`src/rtl/secded_scrub_ctrl.sv`:
```
// Memory scrubber: walks every word, checks it through an external SECDED decoder,
// rewrites single-bit-corrected words and logs uncorrectable ones.
module secded_scrub_ctrl #(
    parameter int ADDR_W = 4,
    parameter int CNT_W  = 8
) (
    input  logic              i_clk,
    input  logic              i_rst,
    input  logic              i_start,
    input  logic              i_abort,
    output logic [ADDR_W-1:0] o_mem_addr,
    output logic              o_mem_re,
    input  logic [7:0]        i_mem_rdata,
    output logic              o_mem_we,
    output logic [7:0]        o_mem_wdata,
    output logic [6:0]        o_dec_data,
    output logic              o_dec_parity,
    input  logic [3:0]        i_dec_data,
    input  logic              i_dec_1bit,
    input  logic              i_dec_2bit,
    output logic [3:0]        o_enc_data,
    input  logic [6:0]        i_enc_code,
    input  logic              i_enc_parity,
    output logic              o_busy,
    output logic              o_done,
    output logic [CNT_W-1:0]  o_corr_cnt,
    output logic [CNT_W-1:0]  o_uncorr_cnt,
    output logic              o_uncorr_seen,
    output logic [ADDR_W-1:0] o_first_uncorr_addr,
    output logic [2:0]        o_dbg_state
);

    typedef enum logic [2:0] {
        IDLE  = 3'd0,
        READ  = 3'd1,
        LATCH = 3'd2,
        EVAL  = 3'd3,
        WRITE = 3'd4,
        DONE  = 3'd5
    } state_t;

    localparam logic [ADDR_W-1:0] ADDR_LAST = {ADDR_W{1'b1}};
    localparam logic [CNT_W-1:0]  CNT_MAX   = {CNT_W{1'b1}};

    state_t              r_state;
    logic [ADDR_W-1:0]   r_addr;
    logic                r_mem_re;
    logic                r_mem_we;
    logic                r_busy;
    logic                r_done;
    logic [CNT_W-1:0]    r_corr_cnt;
    logic [CNT_W-1:0]    r_uncorr_cnt;
    logic                r_uncorr_seen;
    logic [ADDR_W-1:0]   r_first_addr;
    logic [7:0]          r_rd_q;
    logic [3:0]          r_wb_q;
    logic                w_last;

    assign w_last = (r_addr == ADDR_LAST);

    // Memory strobes are single-cycle: o_mem_re in READ (data returns next cycle),
    // o_mem_we in WRITE (memory captures o_mem_wdata on the closing edge).
    always_ff @(posedge i_clk or posedge i_rst) begin
        if (i_rst) begin
            r_state       <= IDLE;
            r_addr        <= '0;
            r_mem_re      <= 1'b0;
            r_mem_we      <= 1'b0;
            r_busy        <= 1'b0;
            r_done        <= 1'b0;
            r_corr_cnt    <= '0;
            r_uncorr_cnt  <= '0;
            r_uncorr_seen <= 1'b0;
            r_first_addr  <= '0;
            r_rd_q        <= '0;
            r_wb_q        <= '0;
        end else begin
            r_mem_re <= 1'b0;
            r_mem_we <= 1'b0;
            r_done   <= 1'b0;
            if (i_abort) begin
                r_state <= IDLE;
                r_busy  <= 1'b0;
            end else begin
                case (r_state)
                    IDLE: begin
                        if (i_start) begin
                            r_state       <= READ;
                            r_addr        <= '0;
                            r_corr_cnt    <= '0;
                            r_uncorr_cnt  <= '0;
                            r_uncorr_seen <= 1'b0;
                            r_first_addr  <= '0;
                            r_mem_re      <= 1'b1;
                            r_busy        <= 1'b1;
                        end
                    end
                    READ: begin
                        r_state <= LATCH;
                    end
                    LATCH: begin
                        r_rd_q  <= i_mem_rdata;
                        r_state <= EVAL;
                    end
                    EVAL: begin
                        r_wb_q <= i_dec_data;
                        if (i_dec_2bit) begin
                            if (r_uncorr_cnt != CNT_MAX) r_uncorr_cnt <= r_uncorr_cnt + CNT_W'(1);
                            if (!r_uncorr_seen) begin
                                r_uncorr_seen <= 1'b1;
                                r_first_addr  <= r_addr;
                            end
                        end
                        if (i_dec_1bit && !i_dec_2bit) begin
                            if (r_corr_cnt != CNT_MAX) r_corr_cnt <= r_corr_cnt + CNT_W'(1);
                            r_state  <= WRITE;
                            r_mem_we <= 1'b1;
                        end else if (w_last) begin
                            r_state <= DONE;
                            r_done  <= 1'b1;
                        end else begin
                            r_addr   <= r_addr + ADDR_W'(1);
                            r_state  <= READ;
                            r_mem_re <= 1'b1;
                        end
                    end
                    WRITE: begin
                        if (w_last) begin
                            r_state <= DONE;
                            r_done  <= 1'b1;
                        end else begin
                            r_addr   <= r_addr + ADDR_W'(1);
                            r_state  <= READ;
                            r_mem_re <= 1'b1;
                        end
                    end
                    DONE: begin
                        r_state <= IDLE;
                        r_busy  <= 1'b0;
                    end
                    default: begin
                        r_state <= IDLE;
                        r_busy  <= 1'b0;
                    end
                endcase
            end
        end
    end

    assign o_mem_addr          = r_addr;
    assign o_mem_re            = r_mem_re;
    assign o_mem_we            = r_mem_we;
    assign o_mem_wdata         = {i_enc_parity, i_enc_code};
    assign o_dec_data          = r_rd_q[6:0];
    assign o_dec_parity        = r_rd_q[7];
    assign o_enc_data          = r_wb_q;
    assign o_busy              = r_busy;
    assign o_done              = r_done;
    assign o_corr_cnt          = r_corr_cnt;
    assign o_uncorr_cnt        = r_uncorr_cnt;
    assign o_uncorr_seen       = r_uncorr_seen;
    assign o_first_uncorr_addr = r_first_addr;
    assign o_dbg_state         = r_state;

endmodule

```
`config.mk`:
```
export PLATFORM = sky130hd
export DESIGN_NAME = secded_scrub_ctrl
export DESIGN_NICKNAME = d
export VERILOG_FILES = /design/src/rtl/secded_scrub_ctrl.sv
export SDC_FILE = /design/constraint.sdc
export NUM_CORES = 1
export LEC_CHECK = 0
export BUFFER_PORTS_ARGS = -buffer_cell sky130_fd_sc_hd__buf_2
export CAP_MARGIN = 5
export CELL_PAD_IN_SITES_DETAIL_PLACEMENT = 1
export CELL_PAD_IN_SITES_GLOBAL_PLACEMENT = 1
export CORE_MARGIN = 3
export CORE_UTILIZATION = 41
export CTS_CLUSTER_SIZE = 14
export DETAILED_ROUTE_END_ITERATION = 10
export GPL_TIMING_DRIVEN = 0
export PLACE_DENSITY_LB_ADDON = 0.2
export SLEW_MARGIN = 10
export SYNTH_ARGS = -nofsm -noshare
export SYNTH_HDL_FRONTEND = slang
export SYNTH_SLANG_ARGS = --single-unit
```
`constraint.sdc`:
```
create_clock -name i_clk -period 3.1 [get_ports i_clk]
set_clock_uncertainty 0.05 [all_clocks]
set_input_delay 0.465 -clock i_clk [delete_from_list [all_inputs] [get_ports i_clk]]
set_output_delay 0.465 -clock i_clk [all_outputs]
set_load 0.005 [all_outputs]
```
Word-level counts from Yosys, hierarchy flattened:

Index checks and enable logic that the tools add are counted.

* register bits: 44
* bits of input ports: 26
* output and inout bits: 52

* $add $sub $neg: 3
* eq/ne operators: 16
* multiplexer cells: 37
* bitwise gates (word level): 1
* reduce and logical (&&, ||, !) cells: 14

Operators by type and width (number)
* $mux 8: 5
* $pmux 8 s2: 2
* $mux 4: 5
* $add 8x1->8 const B: 2
* $ne 8x8->1 const B: 2
* $pmux 3 s5: 1
* $reduce_and 5->1: 3
* $mux 1: 14
* $ne 2x2->1 const B: 7
* $mux 3: 4
* $pmux 4 s3: 1
* $pmux 4 s2: 1
* $reduce_and 4->1: 2
* $eq 3x2->1 const B: 2
* $pmux 1 s2: 3
* $reduce_and 2->1: 3
* $add 4x1->4 const B: 1
* $eq 4x4->1 const B: 1
* $reduce_or 4->1: 1
* $eq 3x1->1 const B: 1
* $eq 3x3->1 const B: 1
* $logic_not 3->1: 1
* $ne 3x3->1 const B: 1
* $pmux 1 s3: 1
* 6 further kinds: 6

Depth between registers and ports, before layout:

* depth after elaboration: 5
* mapped depth: 6
* gate-level depth less buffers: 5

Worst setup path after synthesis:

No wires, ideal clock.

* kind: register to register
* start point: reg r_addr[0] (netlist: o_mem_addr[0])
* end point: reg r_addr[0] (netlist: o_mem_addr[0])
* setup time: 125 ps
* arrival: 1857 ps
* required time: 2925 ps
* slack: 1068 ps
* stages on the path, launching flop included: 6
* period minus slack after synthesis: 2032 ps
* cells stage by stage: dfrtp_1 ha_1 and3_1 or4_4 a21o_1 mux2_4

* cells in the longest elaborated chain, start to end: 4
* elaborated cells on any way between the ends: 5
* those cells by class: add/sub: 1; eq/ne: 1; mux: 3

RTL lines
* start, declared: line 46 `logic [ADDR_W-1:0] r_addr;`
* start signal, assigned: line 122 `r_addr <= r_addr + ADDR_W'(1);`
* start signal, assigned: line 132 `r_addr <= r_addr + ADDR_W'(1);`
* $add 4x1->4 / $eq 4x4->1 (equally long branches): line 122, 132, 59
* $mux 4 (*): line 118, 128
* $mux 4: line 114 `if (i_dec_1bit && !i_dec_2bit) begin`
* $pmux 4 s3 (*): line 85 `case (r_state)`

Every way passes the cells marked *; elsewhere a longest branch is shown, timed or not. The select of a mux whose other input is x is not followed.
A chain may end at the register's enable or synchronous reset.

Final worst setup path:

Same ends and word-level chain as after synthesis.

==> results by group <==
Run status
  • Outcome: finished, final reports clean

Synthesis
  • XOR/XNOR Fraction of Synth Area: 0.388%
  • Fraction of registers with async set/reset: 100%
  • EDFF count, synth: 0
  • Mapped Nets: 239
  • Multiplexer area fraction after synthesis: 10.7%
  • Seq cells post-synth: 44
  • Mapped cell area: 2260 sq um
  • Post-synthesis adder-cell area fraction: 1.66%
  • Synth warn: 0
  • Simple-Gate Fraction of Synth Area: 16.9%
  • Synth Area per Inst: 10.8 sq um
  • Gate Count Post-Synth: 210
  • Distinct cells, synth: 49
  • Seq/Total Area, Yosys: 48.7%
  • Main combinational cell family by area after synthesis: simple AND/OR/NAND/NOR gates
  • Compound-Gate Fraction of Synth Area: 15.8%
  • Synth Flop Type: dfrtp_1

Power
  • Reg power frac: 50.3%
  • Tot Pwr: 1.40 mW
  • Leakage: 1.44 nW
  • Clock Power Share: 27.5%
  • Sw frac: 27.1%
  • Peak VDD IR: 0.270 mV
  • Sw Pwr: 0.380 mW
  • Power Density: 498 nW/um^2
  • Int Power: 1.02 mW
  • Combinational share of power: 22.1%

Clock tree
  • Post-CTS Setup Inserts: 0
  • Hold_buf cts: 0
  • Reg clk slew, reported paths: 0.08 ns
  • H-tree levels: 2
  • Cts bufs inserted: 5
  • Clock buffer depth: 2
  • CTS Root Cell: clkbuf_8
  • CTS tree: built
  • Clk_lat worst skew: 0.29 ns
  • Resize count post-CTS: 0
  • Clock sink count: 44

STA
  • Setup TNS: 0 ns
  • Worst Tran Pin Value: 0.639 ns
  • Hold Vio Cnt, Final: 0
  • Final period utilization: 70.0%
  • Final setup margin: 0.930 ns
  • Finish-stage setup viols: 0
  • Unrepaired setup endpoints after global routing: no
  • Fmax: 0.461 GHz
  • Crit path time final: 2.17 ns
  • Final Max Slew Viols: 0
  • Rel. slew slack: 57.2%

Route
  • Drt initial violations: 75
  • Routed Antenna Nets: 0
  • # DRC: 0
  • Vias: 1970
  • WL/cell: 16.9 um
  • First-pass DRT Iterations: 4
  • Routed WL: 6020 um
  • Via density: 5.52

Floorplan
  • Die width: 80.2 um
  • Die area: 6440 sq um
  • Row count: 26
  • Die H: 80.2 um
  • Ports: 78
  • Initial cell density of the core: 43.4%
  • Core ar.: 5200 sq um

Place
  • Instance area at placement: 2720 sq um
  • Pre-CTS WS: 0.920 ns
  • # port buffers: 69
  • Post-DP HPWL: 4450 um
  • Routability Congestion: 0.733

Final layout
  • Final instance area: 2820 sq um
  • Share of cells above drive strength 1: 41.1%
  • Area Overhead vs Synth: 24.6%
  • Nets: 316
  • Antenna diode count: 0

Worst setup path
  • Max incr delay on CP: 0.51 ns
  • FF-to-FF setup slack: 0.93 ns
  • WP buf/inv: 0
  • Worst path slowest cell: or4_4
  • R2r worst-path depth: 5
  • Start of the worst register-to-register path: o_mem_addr[0]$_DFFE_PP0P_
  • Critical Path RT: 3.23 ns
  • Worst Setup End Kind: register
  • Critical path cell sequence: ha_1 -> and3_1 -> or4_4 -> a21o_1 -> mux2_4
  • Arr. time, crit path: 2.30 ns
  • CP Class: reg -> reg
  • Peak fanout along the critical path: 6
  • Worst reg2reg endpoint: o_mem_addr[0]$_DFFE_PP0P_
  • Crit-path leading delay family: simple AND/OR/NAND/NOR gates
  • CP Launch Type: register

Global routing
  • Global-route wire length before repair: 10100 um
  • Initial antenna violation count: 0
  • Largest net degree at the start of global routing: 27
  • Global route total overflow: 0
  • Total track usage: 19.9%
  • Vias in the first global route: 1959

Flow run
  • Max cap viols: 0

Worst hold path
  • HP Class: in -> async
-- logic make-up after synthesis --
family,after synthesis
fa+ha+maj,3
mux,21
flops,44
buf+inv,21
compound gates,52
xor+xnor,1
simple gates,68
-- synth_stat cells, types with 3 or more instances --
master	number	area (sq um)
nor2_1	8	30.0
o31ai_1	6	45.0
nand2_1	20	75.1
and3_1	5	31.3
o21ai_0	7	35.0
a31o_2	3	26.3
a22o_1	5	43.8
mux2_2	13	146
nand3_1	6	30.0
a21oi_1	14	70.1
mux2_4	3	45.0
nor4_1	3	18.8
ha_1	3	37.5
inv_1	3	11.3
dfrtp_1	44	1100
nand2b_1	6	37.5
and4_1	3	26.3
buf_4	11	82.6
buf_2	3	15.0
clkbuf_1	3	11.3
mux2i_1	5	50.1
-- how the worst max path moves through the flow --
| stage | startpoint | endpoint | slack, ns | cells past startpoint |
|---|---|---|---|---|
| floorplan | o_mem_addr[0]$_DFFE_PP0P_ | o_mem_addr[0]$_DFFE_PP0P_ | 1.07 | 5 |
| global placement | i_rst | r_rd_q[7]$_DFFE_PP0P_ | 0.89 | 2 |
| detailed placement | i_start | o_corr_cnt[0]$_DFFE_PP0P_ | 0.92 | 6 |
| CTS | o_mem_addr[0]$_DFFE_PP0P_ | o_mem_addr[0]$_DFFE_PP0P_ | 0.92 | 5 |
| global route | o_corr_cnt[0]$_DFFE_PP0P_ | o_corr_cnt[4]$_DFFE_PP0P_ | 0.84 | 6 |
| finish | o_mem_addr[0]$_DFFE_PP0P_ | o_mem_addr[0]$_DFFE_PP0P_ | 0.93 | 5 |
-- power by group through the flow --
stage                     Combinational (mW)  Sequential, mW  Clock, mW
after floorplan                        0.158           0.721          0
after global placement                 0.299           0.711          0
after detailed placement               0.317           0.717          0
after CTS                              0.318           0.706      0.403
after global routing                   0.342           0.720      0.423
final                                  0.311           0.706      0.387
-- worst register-to-register path, stage by stage, from the launching register on --
cell and delay (ns):
dfrtp_1 0.45, ha_1 0.27, and3_1 0.22, or4_4 0.51, a21o_1 0.26, mux2_4 0.31
-- routing by layer --
layer | track usage [%] | wire length [um]
met1 | 27.8 | 2690
met3 | 4.15 | 293
met4 | 4.05 | 21
met2 | 32.1 | 3020
met5 | 0 | 0
-- layout by cell type (no fill, tap or decap), types with 2 or more instances in the layout --
| master | instances |
|---|---|
| and4_1 | 3 |
| o21ai_0 | 7 |
| buf_4 | 11 |
| mux2_4 | 3 |
| a31oi_1 | 2 |
| nor2_1 | 8 |
| o31ai_1 | 6 |
| ha_1 | 3 |
| a21o_1 | 2 |
| mux2_2 | 13 |
| a21oi_1 | 14 |
| nand3_1 | 6 |
| dfrtp_1 | 44 |
| a211oi_1 | 2 |
| and3_1 | 5 |
| inv_1 | 2 |
| a22o_1 | 5 |
| a211o_1 | 2 |
| nor3_1 | 2 |
| buf_2 | 72 |
| nor4_1 | 3 |
| clkbuf_1 | 3 |
| clkbuf_8 | 7 |
| mux2i_1 | 5 |
| nand2_1 | 20 |
| nand4_1 | 2 |
| or4_1 | 2 |
| a31o_2 | 3 |
| nand2b_1 | 6 |
| a41oi_1 | 2 |
-- through the flow --
stage	std cells	hold slack (ns)	util, %
detailed placement	350	0.438	52.3
finish	357	0.185	54.1
CTS	357	0.198	54.1
floorplan	210	0.440	-
global route	357	0.220	54.1
global placement	349	0.433	51.7
-- registers in the layout (all words and copies together) (netlist names) --
register,count
o_uncorr_seen,1
o_done,1
o_mem_re,1
o_corr_cnt,8
r_rd_q,8
o_uncorr_cnt,8
o_first_uncorr_addr,4
o_mem_we,1
o_enc_data,4
o_dbg_state,3
o_mem_addr,4
o_busy,1
-- cell type report --
type | count | area [sq um]
Buffer | 18 | 120
Sequential cell | 44 | 1100
Fill cell | 626 | 2390
Multi-Input combinational cell | 145 | 1030
Timing Repair Buffer | 70 | 373
Tap cell | 70 | 87.6
Clock buffer | 7 | 96.3
Inverter | 3 | 11.3
Power figures use the tool's default switching activity.
